==> config.mk <==
export PLATFORM = sky130hd
export DESIGN_NAME = fifo_rd_stream_flat
export DESIGN_NICKNAME = d
export VERILOG_FILES = /design/src/rtl/fifo_rd_stream_pkg.sv /design/src/rtl/fifo_rd_stream_if.sv /design/src/rtl/fifo_rd_stream_out_reg.sv /design/src/rtl/fifo_rd_stream.sv /design/src/flat_wrapper.sv
export SDC_FILE = /design/constraint.sdc
export NUM_CORES = 1
export LEC_CHECK = 0
export ABC_AREA = 0
export BUFFER_PORTS_ARGS = -buffer_cell sky130_fd_sc_hd__buf_2
export CORE_ASPECT_RATIO = 1.1
export CORE_MARGIN = 5
export CORE_UTILIZATION = 50
export CTS_BUF_LIST = sky130_fd_sc_hd__clkbuf_16
export DETAILED_ROUTE_END_ITERATION = 8
export PLACE_DENSITY = 0.75
export SKIP_LAST_GASP = 1
export SYNTH_ARGS = -nofsm -noshare
export SYNTH_HDL_FRONTEND = slang
export SYNTH_SLANG_ARGS = --single-unit
==> constraint.sdc <==
create_clock -name clk -period 2.9 [get_ports clk]
set_input_delay 0.435 -clock clk [delete_from_list [all_inputs] [get_ports clk]]
set_output_delay 0.435 -clock clk [all_outputs]
set_load 0.05 [all_outputs]
==> src/rtl/fifo_rd_stream_pkg.sv <==
// fifo_rd_stream_pkg: shared types and helpers for the FIFO read-side drain engine.
package fifo_rd_stream_pkg;

  typedef enum logic [1:0] {
    ST_IDLE  = 2'd0,
    ST_HOLD  = 2'd1,
    ST_FLUSH = 2'd2
  } fifo_rd_state_t;

  // Counter width able to hold values 0..n-1, never narrower than one bit.
  function automatic int cnt_width(input int n);
    return (n < 2) ? 1 : $clog2(n);
  endfunction

endpackage

==> src/rtl/fifo_rd_stream_if.sv <==
// fifo_rd_stream_if: valid/ready output stream carrying data words and a packet-end marker.
interface fifo_rd_stream_if #(
  parameter int WIDTH = 16
);

  logic [WIDTH-1:0] m_tdata;
  logic             m_tvalid;
  logic             m_tlast;
  logic             m_tready;

  modport master (
    output m_tdata,
    output m_tvalid,
    output m_tlast,
    input  m_tready
  );

  modport slave (
    input  m_tdata,
    input  m_tvalid,
    input  m_tlast,
    output m_tready
  );

endinterface

==> src/rtl/fifo_rd_stream_out_reg.sv <==
// stream_out_reg: output stage of the drain engine. Holds one word with its last flag and
// presents it as a valid/ready beat. A load always wins; otherwise an accepted beat empties it.
module stream_out_reg #(
  parameter int WIDTH = 16
) (
  input  logic             clk,
  input  logic             reset_p,
  input  logic             load,
  input  logic [WIDTH-1:0] load_data,
  input  logic             load_last,
  input  logic             ready,
  output logic             valid,
  output logic [WIDTH-1:0] data,
  output logic             last
);

  // Load a new beat, or drop valid once the current beat has been accepted.
  always_ff @(posedge clk) begin
    if (reset_p) begin
      valid <= 1'b0;
      data  <= '0;
      last  <= 1'b0;
    end else if (load) begin
      valid <= 1'b1;
      data  <= load_data;
      last  <= load_last;
    end else if (ready) begin
      valid <= 1'b0;
    end
  end

endmodule

==> src/rtl/fifo_rd_stream.sv <==
// fifo_rd_stream: drains a show-ahead FIFO into a valid/ready stream and groups the words
// into packets of BURST_LEN beats marked with m_tlast.
// Optional feature macro FIFO_RD_STREAM_TIMEOUT_EN: when defined, a partial packet is closed
// after the FIFO has stayed empty for TIMEOUT cycles. When undefined, packets are always
// exactly BURST_LEN words and TIMEOUT is only range-checked.
//
// Each word waits in a hold register until the engine knows whether it closes the packet:
// either a successor word is visible in the FIFO, or it is the BURST_LEN-th beat, or
// (with the timeout feature) the FIFO stayed empty long enough.
//
// state    | meaning
// ST_IDLE  | hold register empty
// ST_HOLD  | hold register valid, not yet known whether its word is last
// ST_FLUSH | FIFO empty for TIMEOUT cycles, held word committed as last
module fifo_rd_stream
  import fifo_rd_stream_pkg::*;
#(
  parameter int WIDTH     = 16,
  parameter int BURST_LEN = 8,
  parameter int TIMEOUT   = 16
) (
  input  logic                clk,
  input  logic                reset_p,
  input  logic [WIDTH-1:0]    fifo_data_i,
  input  logic                fifo_empty_i,
  output logic                fifo_rd_o,
  fifo_rd_stream_if.master    m
);

  localparam int BW = cnt_width(BURST_LEN);
  localparam logic [BW-1:0] BEAT_LAST = BW'(BURST_LEN - 1);

  if (BURST_LEN < 2 || TIMEOUT < 1) begin : g_param_check
    $error("fifo_rd_stream: BURST_LEN must be >= 2 and TIMEOUT >= 1");
  end

  fifo_rd_state_t  state;
  logic [WIDTH-1:0] h_data;
  logic [BW-1:0]    beat_cnt;

  logic o_free;
  logic last_beat;
  logic move;
  logic load_last;

`ifdef FIFO_RD_STREAM_TIMEOUT_EN
  localparam int IW = cnt_width(TIMEOUT + 1);
  localparam logic [IW-1:0] IDLE_LAST = IW'(TIMEOUT - 1);
  localparam logic [IW-1:0] IDLE_SAT  = IW'(TIMEOUT);

  logic [IW-1:0] idle_cnt;
`endif

  assign o_free    = ~m.m_tvalid | m.m_tready;
  assign last_beat = (beat_cnt == BEAT_LAST);

  // The held word may leave once its fate is known: a successor is visible, it fills the
  // packet, or the FIFO has been empty long enough to flush it as a short packet.
`ifdef FIFO_RD_STREAM_TIMEOUT_EN
  assign move      = o_free & (((state == ST_HOLD) & (~fifo_empty_i | last_beat)) |
                               (state == ST_FLUSH));
  assign load_last = last_beat | (state == ST_FLUSH);
`else
  assign move      = o_free & (state == ST_HOLD) & (~fifo_empty_i | last_beat);
  assign load_last = last_beat;
`endif

  // Pop whenever the hold register is empty or is being vacated this cycle.
  assign fifo_rd_o = ~reset_p & ~fifo_empty_i & ((state == ST_IDLE) | move);

  // Hold-register FSM with beat and idle counters.
  always_ff @(posedge clk) begin
    if (reset_p) begin
      state    <= ST_IDLE;
      h_data   <= '0;
      beat_cnt <= '0;
`ifdef FIFO_RD_STREAM_TIMEOUT_EN
      idle_cnt <= '0;
`endif
    end else begin
      if (move) begin
        beat_cnt <= load_last ? '0 : beat_cnt + 1'b1;
      end

      if ((state == ST_IDLE) || move) begin
        if (fifo_rd_o) begin
          state  <= ST_HOLD;
          h_data <= fifo_data_i;
`ifdef FIFO_RD_STREAM_TIMEOUT_EN
          idle_cnt <= '0;
`endif
        end else begin
          state <= ST_IDLE;
        end
      end
`ifdef FIFO_RD_STREAM_TIMEOUT_EN
      // A flush already decided is never revoked; only an empty FIFO advances the timer.
      else if ((state == ST_HOLD) && fifo_empty_i) begin
        if (idle_cnt != IDLE_SAT) begin
          idle_cnt <= idle_cnt + 1'b1;
        end
        if (idle_cnt == IDLE_LAST) begin
          state <= ST_FLUSH;
        end
      end
`endif
    end
  end

  stream_out_reg #(
    .WIDTH (WIDTH)
  ) u_out (
    .clk       (clk),
    .reset_p   (reset_p),
    .load      (move),
    .load_data (h_data),
    .load_last (load_last),
    .ready     (m.m_tready),
    .valid     (m.m_tvalid),
    .data      (m.m_tdata),
    .last      (m.m_tlast)
  );

endmodule

==> src/flat_wrapper.sv <==
// flat-port wrapper written by rule: the top's interface ports become plain ports
module fifo_rd_stream_flat import fifo_rd_stream_pkg::*;
#(
  parameter int WIDTH     = 16,
  parameter int BURST_LEN = 8,
  parameter int TIMEOUT   = 16
)
  (clk, reset_p, fifo_data_i, fifo_empty_i, fifo_rd_o, m_m_tdata, m_m_tvalid, m_m_tlast, m_m_tready);
  fifo_rd_stream_if #(.WIDTH(WIDTH)) m_i ();
  input  logic clk;
  input  logic reset_p;
  input  logic [WIDTH-1:0] fifo_data_i;
  input  logic fifo_empty_i;
  output logic fifo_rd_o;
  output wire logic [$bits(m_i.m_tdata)-1:0] m_m_tdata;
  output wire logic [$bits(m_i.m_tvalid)-1:0] m_m_tvalid;
  output wire logic [$bits(m_i.m_tlast)-1:0] m_m_tlast;
  input wire logic [$bits(m_i.m_tready)-1:0] m_m_tready;
  assign m_m_tdata = m_i.m_tdata;
  assign m_m_tvalid = m_i.m_tvalid;
  assign m_m_tlast = m_i.m_tlast;
  assign m_i.m_tready = m_m_tready;
  fifo_rd_stream #(.WIDTH(WIDTH), .BURST_LEN(BURST_LEN), .TIMEOUT(TIMEOUT)) u_core (.clk(clk), .reset_p(reset_p), .fifo_data_i(fifo_data_i), .fifo_empty_i(fifo_empty_i), .fifo_rd_o(fifo_rd_o), .m(m_i));
endmodule
==> results of run 1 <==
layout by cell type (no fill, tap or decap), types with 2 or more instances in the layout:
| cell type | Yosys | routed |
|---|---|---|
| buf_2 | 0 | 38 |
| dfxtp_1 | 38 | 38 |
| nor2b_1 | 22 | 22 |
| mux2_2 | 17 | 17 |
| nand2b_1 | 13 | 13 |
| mux2i_1 | 12 | 12 |
| inv_1 | 7 | 8 |
| a21oi_1 | 5 | 5 |
| clkbuf_16 | 0 | 5 |
| mux2_1 | 3 | 3 |
| o31ai_1 | 3 | 3 |
| nor2_1 | 2 | 2 |
| nand4_1 | 2 | 2 |
| ha_1 | 2 | 2 |
| buf_4 | 0 | 2 |
cells in the mapped netlist:
library cell,n
clkbuf_2,1
mux2_1,3
dfxtp_1,38
nor3_1,1
clkbuf_1,3
nor2_1,2
inv_1,7
inv_6,1
a21oi_1,5
nor2b_1,22
mux2i_1,12
nand2b_1,13
buf_6,2
o21ai_4,1
mux2_4,1
nor2b_4,1
nand3_2,1
mux2_2,17
nand4_1,2
ha_1,2
o21ai_0,1
nand3_1,1
nor3_4,1
nand2b_4,1
o31ai_1,3
where the power goes:
| group | internal, mW | total [mW] | switching (mW) | leakage (nW) |
|---|---|---|---|---|
| registers | 0.548 | 0.558 | 0.00979 | 0.311 |
| logic | 0.0513 | 0.118 | 0.0670 | 0.546 |
| clock network | 0.310 | 0.497 | 0.187 | 0.0724 |
| total | 0.909 | 1.17 | 0.264 | 0.929 |
stage by stage:
stage	hold WS [ns]	std cells
detailed placement	0.4696	210
CTS	0.3636	218
finish	0.3679	218
global route	0.3668	218
global placement	0.4588	210
floorplan	0.4520	142
final timing paths:
path | startpoint | endpoint | slack [ns] | cells past startpoint
max | u_core.state[0] | fifo_rd_o | 0.98 | 4
min | fifo_data_i[7] | u_core.h_data[7] | 0.37 | 2
max reg2reg | u_core.beat_cnt[0] | u_core.beat_cnt[0] | 1.22 | 5
min reg2reg | u_core.u_out.data[10] | u_core.u_out.data[10] | 0.47 | 2
logic make-up (layout without fill, tap and decap cells):
kind of cell             after synthesis  in the layout
adder cells (fa/ha/maj)                2              2
buffers and inverters                 14             56
AND/OR/NAND/NOR                       45             45
flip-flops                            38             38
AO/OA/AOI/OAI                         10             10
multiplexers                          33             33
flip-flops by register name, indices dropped and copies added, names as in the netlist:
register / flops
u_core.h_data: 16
u_core.u_out.data: 16
u_core.beat_cnt: 3
u_core.state: 1
u_core.u_out.last: 1
u_core.u_out.valid: 1
cell type report:
cell class                 count  area, µm²
clock buffer                   5      125.1
clock inverter                 3      12.51
fill                         243       1110
inverter                       8      35.03
multi-input combinational     90      757.0
sequential                    38      760.7
tap                           34      42.54
timing repair buffer          40      205.2
worst register-to-register path, delay by kind of cell (launching register included):
family	cells	cell delay, ns
fa+ha+maj	2	0.41
flops	1	0.32
mux	1	0.32
simple gates	2	0.52
layer usage:
metal	share of wire	wire length, µm
met1	0.41	1193
met3	0.066	193
met2	0.51	1513
met5	0	0
met4	0.014	40
==> results.txt, run 1 <==
RSZ-0062 raised after global routing: false
Busiest grt layer: met2
Cell taking the most area after synthesis: dfxtp_1
Layout cell share with drive strength beyond 1: 0.3804
Finished Core Util: 0.6359
CTS tree: yes
Compound-Gate Fraction of Synth Area: 0.04324
Largest net degree at the start of global routing: 40
Num CTS Buffers: 5
Gr usage total: 0.1482
# setup viols final: 0
Status: completed
Mean post-synth cell area: 11.21 µm²
Worst Path Required: 2.47 ns
Critical path's top delay family: flip-flops
Clk_skew: 0.004213 ns
Wire per inst: 13.49 µm
Ports: 39
Die height: 69.17 µm
Post-Syn Instances: 142
Clock root cell: clkbuf_16
Slowest stage delay, CP: 0.51 ns
Clock Latency Late Sink: 0.27 ns
Yosys warning count: 0
Area grow syn2layout: 21.78%
Area of the mapped netlist: 0.001592 mm²
PD cells: 605.0 mW/mm²
Yosys top cell area share: 0.4780
Period utilization: 0.6635
Least-Margin Pin Slew: 0.4941 ns
Met2 Resource Use GR: 0.2391
First-pass GRT wire length: 5.257 mm
Crit-path cells: inv_6 > o21ai_4 > inv_1 > buf_2
GRT overflow: 0
Final hold vios: 0
Startpoint types: register
PostCTS Resize Cnt: 0
Seq/Total Area, Yosys: 0.4780
Pre-CTS WS: 1.125 ns
H-tree levels: 2
Core area: 0.003048 mm²
DRT antenna net count: 0
Cell variety after synth: 25
Rows: 21
Hold_buf cts: 0
Setup TNS: 0 ns
Residual DRC: 0
CP max FO: 9
Worst setup EP type: primary output
Hpwl dp: 2.131 mm
Worst-path clk slew: 0.05 ns
M1 GR Usage: 0.1665
Sink Count: 38
Final worst-path setup slack: 0.9758 ns
Tot Pwr: 1.173 mW
Synth area leaders: dfxtp_1 48%, mux2_2 12%, nor2b_1 8.6%, mux2i_1 7.5%, nand2b_1 5.1%
Drt initial violations: 64
Final min period: 1.924 ns
GR Util met3: 0.06645
WP buf/inv: 3
Mux cell area share after synthesis: 0.2264
Max rail drop VDD: 0.4595 mV
CP Class: register to primary output
Max clock buf depth: 2
Post-CTS setup buffers: 0
Worst EP arrival: 1.49 ns
Nets@finish: 205
Routed vias: 1,132
Initial antenna violation count: 0
Max-slew violation count: 0
Gpl congestion: 0.8934
Die ar.: 0.004412 mm²
Syn Nets: 164
Xor-xnor portion of the synthesized cell area: 0
Die extent in x: 63.79 µm
Design area: 0.001938 mm²
Relative slew slack: 0.6695
Vias in the first global route: 1,168
Fmax: 519.7 MHz
Crit-path slowest cell: dfxtp_1
Buffers on Ports: 38
Max-Cap Viols: 0
Detailed Routing Iterations Pass 1: 4
Ant diodes: 0
Detailed Route WL: 2.940 mm
Placed cell area: 0.001800 mm²
Post-synthesis simple-gate area fraction: 0.1903
Avg Vias per Cell: 5.193
Register bit total from synthesis: 38
LEAKAGE: 0.9293 nW
Largest family of logic cells by synthesized area: multiplexers
Hold Path Class: primary input to register
Initial core utilization: 0.5222
Adder-cell share of the synthesized area: 0.01572
No activity file was read; power rests on OpenSTA's default activity.
==> inputs of run 2 (changes only) <==
CORE_UTILIZATION = 47   (was 50)
PLACE_DENSITY = 0.74   (was 0.75)
clock period = 1.6 ns   (was 2.9 ns; I/O delays follow)
==> results.txt, run 2 (synthesis results as in run 1) <==
Ant diodes: 0 (unchanged)
DRT antenna net count: 0 (unchanged)
Initial core utilization: 0.4818 (-0.04035)
Ports: 39 (unchanged)
Worst reg2reg setup slack: 0.06 ns (-1.16 ns)
Drt initial violations: 36 (-44%)
Final Non-Filler Cells: 237 (+8.7%)
Core area: 0.003303 mm² (+8.4%)
Area of the multi-input gates: 794.5 µm² (+5.0%)
Initial antenna violation count: 0 (unchanged)
Hold_buf cts: 0 (unchanged)
Gr usage total: 0.1538 (+0.005561)
CP max FO: 3 (-6)
Die ar.: 0.004651 mm² (+5.4%)
Sink Count: 38 (unchanged)
First-pass GRT wire length: 5.402 mm (+2.8%)
PD cells: 1028 mW/mm² (+70%)
Most frequent cells in the layout: 38 x buf_2, 36 x dfxtp_1, 21 x nor2b_1
Filler cells: 273 (+12%)
Gpl congestion: 0.7804 (-13%)
Layout cell share with drive strength beyond 1: 0.4527 (+0.07230)
GRT overflow: 0 (unchanged)
Final worst-path setup slack: 0.06125 ns (-0.9146 ns)
Rows: 22 (+4.8%)
Placed cell area: 0.001854 mm² (+3.0%)
Least-Margin Pin Slew: 0.3490 ns (-0.1451 ns)
# setup viols final: 0 (unchanged)
Max-Cap Viols: 0 (unchanged)
Max clock buf depth: 2 (unchanged)
CP Class: register to register
LEAKAGE: 1.008 nW (+8.4%)
Largest net degree at the start of global routing: 40 (unchanged)
Most common cell after layout, fill and taps aside: buf_2
H-tree levels: 2 (unchanged)
Final min period: 1.539 ns
Relative slew slack: 0.7673 (+0.09781)
Max rail drop VDD: 0.9857 mV (+110%)
Max-slew violation count: 0 (unchanged)
Clock Latency Late Sink: 0.28 ns (about the same)
Startpoint types: register
Slowest stage delay, CP: 0.33 ns (-0.18 ns)
Worst EP arrival: 1.70 ns (+0.21 ns)
Worst-path clk slew: 0.05 ns (about the same)
Hold Path Class: primary input to register
Reg area: 763.2 µm² (+0.33%)
Detailed Route WL: 3.254 mm (+11%)
Cells after DPL: 217 (+3.3%)
Vias in the first global route: 1,220 (+4.5%)
Clock root cell: clkbuf_16
Crit-path cells: ha_1 > ha_2 > buf_4 > nor2b_2 > nor3_4 > mux2_4
Worst setup EP type: register
Die extent in x: 65.49 µm (+2.7%)
Fmax: 649.9 MHz
Pre-CTS WS: -0.02103 ns (-1.146 ns)
Nets@finish: 222 (+8.3%)
Num CTS Buffers: 5 (unchanged)
Period utilization: 0.9617
Wire per inst: 13.73 µm (+1.8%)
Residual DRC: 0 (unchanged)
Hpwl dp: 2.150 mm (+0.88%)
Crit-path slowest cell: dfxtp_2
Worst Path Required: 1.76 ns (-0.71 ns)
Area grow syn2layout: 32.94%
Status: completed
Biggest registers after layout: u_core.h_data (16), u_core.u_out.data (16), u_core.beat_cnt (3)
Final hold vios: 0 (unchanged)
Routed vias: 1,182 (+4.4%)
Design area: 0.002116 mm² (+9.2%)
Buffers on Ports: 38 (unchanged)
Clk_skew: 0.003416 ns (-0.0007964 ns)
Die height: 71.03 µm (+2.7%)
Tot Pwr: 2.175 mW (+85%)
Detailed Routing Iterations Pass 1: 4 (unchanged)
Avg Vias per Cell: 4.987 (-4.0%)
CTS tree: yes
## run 2: changes by cell type in the layout (fill, tap and decap cells not counted), sizes merged
cell | before | now
inv | 9 | 8
nand3 | 2 | 3
buf | 40 | 56
clkinv | 2 | 3
## run 2: timing repair
action | CTS | global route
gates cloned | 1 | 0
gates resized for setup | 6 | 2
buffers inserted | 0 | 11
pin swaps | 1 | 0
endpoints found under the setup margin | 19 | 12
## run 2: layout make-up
type                       instances  area share
timing repair buffer              56      0.1614
tap                               36     0.02129
clock inverter                     3    0.005322
sequential                        38      0.3607
multi-input combinational         91      0.3755
inverter                           8     0.01656
clock buffer                       5     0.05914
## run 2: worst paths after layout
check,from,endpoint,cells after the start
worst max-delay path,u_core.beat_cnt[0],u_core.beat_cnt[0],6
worst min-delay path,fifo_data_i[8],u_core.h_data[8],2
worst max register to register,u_core.beat_cnt[0],u_core.beat_cnt[0],6
worst min register to register,u_core.u_out.data[11],u_core.u_out.data[11],2
## run 2: routing by layer
layer,routed length [µm],up-vias,global-route usage
li1,-,594,-
met1,1270,551,0.1644
met2,1727,28,0.2610
met3,150,9,0.06032
met4,106,0,0.07604
met5,0,-,0
## run 2: per-stage QoR
step	util	setup TNS [ns]	hold slack, ns
after floorplan	-	0	0.3319
after global placement	0.5614	0	0.4435
after detailed placement	0.5614	-0.1703	0.4545
after global routing	0.6405	-0.005032	0.1782
after CTS	0.6144	0	0.1660
final	0.6405	0	0.1710
## run 2: report_power, final
group | internal [mW] | switching (mW) | total [mW]
combinational | 0.125 | 0.137 | 0.262
sequential | 0.993 | 0.0159 | 1.01
clock | 0.560 | 0.344 | 0.904
total | 1.68 | 0.497 | 2.17
## run 2: critical path, delay by kind of cell (launching register included)
family / cells / cell delay (ns)
and+or+nand+nor: 2 / 0.23
muxes: 1 / 0.30
buffers and inverters: 1 / 0.14
adders and majority gates: 2 / 0.42
DFF: 1 / 0.33
==> inputs of run 3 (changes only) <==
CTS_BUF_LIST = unset   (was sky130_fd_sc_hd__clkbuf_16)
clock period = 1.4 ns   (was 1.6 ns; I/O delays follow)
==> results.txt, run 3 (synthesis results as in run 1) <==
Status: completed
Max-slew violation count: 0 (unchanged)
Setup TNS: 0 ns (unchanged)
Largest net degree at the start of global routing: 40 (unchanged)
Hold Path Class: primary input to register
Ant diodes: 0 (unchanged)
P_int: 1.617 mW (-3.6%)
Most frequent cells in the layout: 37 x buf_2, 34 x dfxtp_1, 21 x nor2b_1
PD cells: 1020 mW/mm² (-0.79%)
LEAKAGE: 1.012 nW (+0.42%)
Sw Pwr: 0.5414 mW (+8.9%)
Clock root cell: clkbuf_4
Vias in the first global route: 1,186 (-2.8%)
Max clock buf depth: 2 (unchanged)
Initial antenna violation count: 0 (unchanged)
Residual DRC: 0 (unchanged)
Die height: 71.03 µm (unchanged)
Gpl congestion: 0.8247 (+5.7%)
Worst EP arrival: 1.64 ns (-0.06 ns)
Relative slew slack: 0.7668 (about the same)
# setup viols final: 0 (unchanged)
DRT antenna net count: 0 (unchanged)
Core area: 0.003303 mm² (unchanged)
Die extent in x: 65.49 µm (unchanged)
Period utilization: 0.9984 (+0.03665)
Worst setup EP type: register
Clock Power Share: 0.326 (-0.090)
Crit. Startpoint: u_core.beat_cnt[0]
CP max FO: 5 (+2)
Wire per inst: 14.14 µm (+3.0%)
Final hold vios: 0 (unchanged)
Initial core utilization: 0.4818 (unchanged)
Gr usage total: 0.1511 (-0.002710)
CTS tree: yes
Nets@finish: 220 (-0.90%)
Num CTS Buffers: 5 (unchanged)
Tot Pwr: 2.159 mW (-0.73%)
RSZ-0062 raised after global routing: true
Path depth of the worst reg2reg path: 5 (-1)
Crit path capture: u_core.u_out.data[6]
Clock Latency Late Sink: 0.35 ns (+0.07 ns)
R2R Path Start: u_core.beat_cnt[0]
Layout cell share with drive strength beyond 1: 0.4824 (+0.02968)
Biggest registers after layout: u_core.h_data (16), u_core.u_out.data (16), u_core.beat_cnt (3)
Most common cell after layout, fill and taps aside: buf_2
Worst-path clk slew: 0.11 ns (+0.06 ns)
Area grow syn2layout: 33.02% (about the same)
Switching Fraction: 0.2508 (+0.02219)
CP Class: register to register
H-tree levels: 2 (unchanged)
R2r endpoint: u_core.u_out.data[6]
Combinational power share: 0.141 (+0.021)
Sink Count: 38 (unchanged)
Max-Cap Viols: 0 (unchanged)
Detailed Route WL: 3.322 mm (+2.1%)
Reg power frac: 0.533 (+0.069)
Die ar.: 0.004651 mm² (unchanged)
Avg Vias per Cell: 5.072 (+1.7%)
Worst reg2reg setup slack: 0.002 ns (-0.06 ns)
Hpwl dp: 2.217 mm (+3.1%)
Detailed Routing Iterations Pass 1: 4 (unchanged)
Final min period: 1.398 ns (-0.1410 ns)
Rows: 22 (unchanged)
Max rail drop VDD: 0.7934 mV (-20%)
Ports: 39 (unchanged)
First-pass GRT wire length: 5.375 mm (-0.50%)
Drt initial violations: 80 (+120%)
Buffers on Ports: 38 (unchanged)
Fmax: 715.5 MHz (+10%)
GRT overflow: 0 (unchanged)
Clk_skew: 0.004530 ns (+0.001113 ns)
Worst Path Required: 1.65 ns (-0.11 ns)
Startpoint types: register
Least-Margin Pin Slew: 0.3498 ns (+0.0007831 ns)
Routed vias: 1,192 (+0.85%)
run 3: worst min-delay path by stage:
stage / cells after the start / from / end
5_1_grt: 2 / fifo_data_i[8] / u_core.h_data[8]
4_1_cts: 2 / fifo_data_i[7] / u_core.h_data[7]
3_5_place_dp: 2 / fifo_data_i[7] / u_core.h_data[7]
2_1_floorplan: 1 / fifo_empty_i / u_core.state[0]
6_report: 2 / fifo_data_i[7] / u_core.h_data[7]
3_3_place_gp: 2 / fifo_data_i[8] / u_core.h_data[8]
run 3: repair_timing:
action	CTS	global route
pin swaps	1	2
hold buffers	0	0
buffers inserted	4	5
gates resized for setup	4	15
gates cloned	1	0
endpoints found under the setup margin	13	18
run 3: through the flow:
| step | setup slack, ns | hold WS (ns) | utilization | instance area, µm² | cells |
|---|---|---|---|---|---|
| floorplan | -0.08697 | 0.3019 | - | 1645 | 142 |
| global placement | 0.01845 | 0.4141 | 0.5758 | 1902 | 218 |
| detailed placement | -0.01866 | 0.4227 | 0.5758 | 1902 | 218 |
| CTS | -0.01222 | 0.06062 | 0.6140 | 2028 | 230 |
| global route | -0.05036 | 0.06391 | 0.6409 | 2117 | 235 |
| finish | 0.002288 | 0.06134 | 0.6409 | 2117 | 235 |
run 3: layer usage:
layer | vias to the layer above | wire length, µm | GRT usage
li1 | 590 | - | -
met4 | 0 | 41 | 0.05530
met1 | 567 | 1390 | 0.1709
met5 | - | 0 | 0
met3 | 5 | 221 | 0.06508
met2 | 30 | 1668 | 0.2508
run 3: worst max-delay path, stage by stage, from the launching register on:
cell and delay [ns]:
dfxtp_2 0.36, ha_4 0.16, ha_4 0.17, nand2b_4 0.17, nand3_4 0.12, mux2_4 0.31
run 3: layout make-up:
type | count | area [µm²]
fill | 268 | 1186
sequential | 38 | 770.7
tap | 36 | 45.04
multi-input combinational | 91 | 859.6
inverter | 8 | 35.03
clock buffer | 8 | 78.83
timing repair buffer | 54 | 327.8
run 3: power groups by stage:
stage	clock network, mW	logic [mW]	registers [mW]
after floorplan	0	0.155	1.21
after global placement	0	0.263	1.17
after detailed placement	0	0.270	1.18
after CTS	0.708	0.285	1.15
after global routing	0.757	0.330	1.16
final	0.705	0.304	1.15
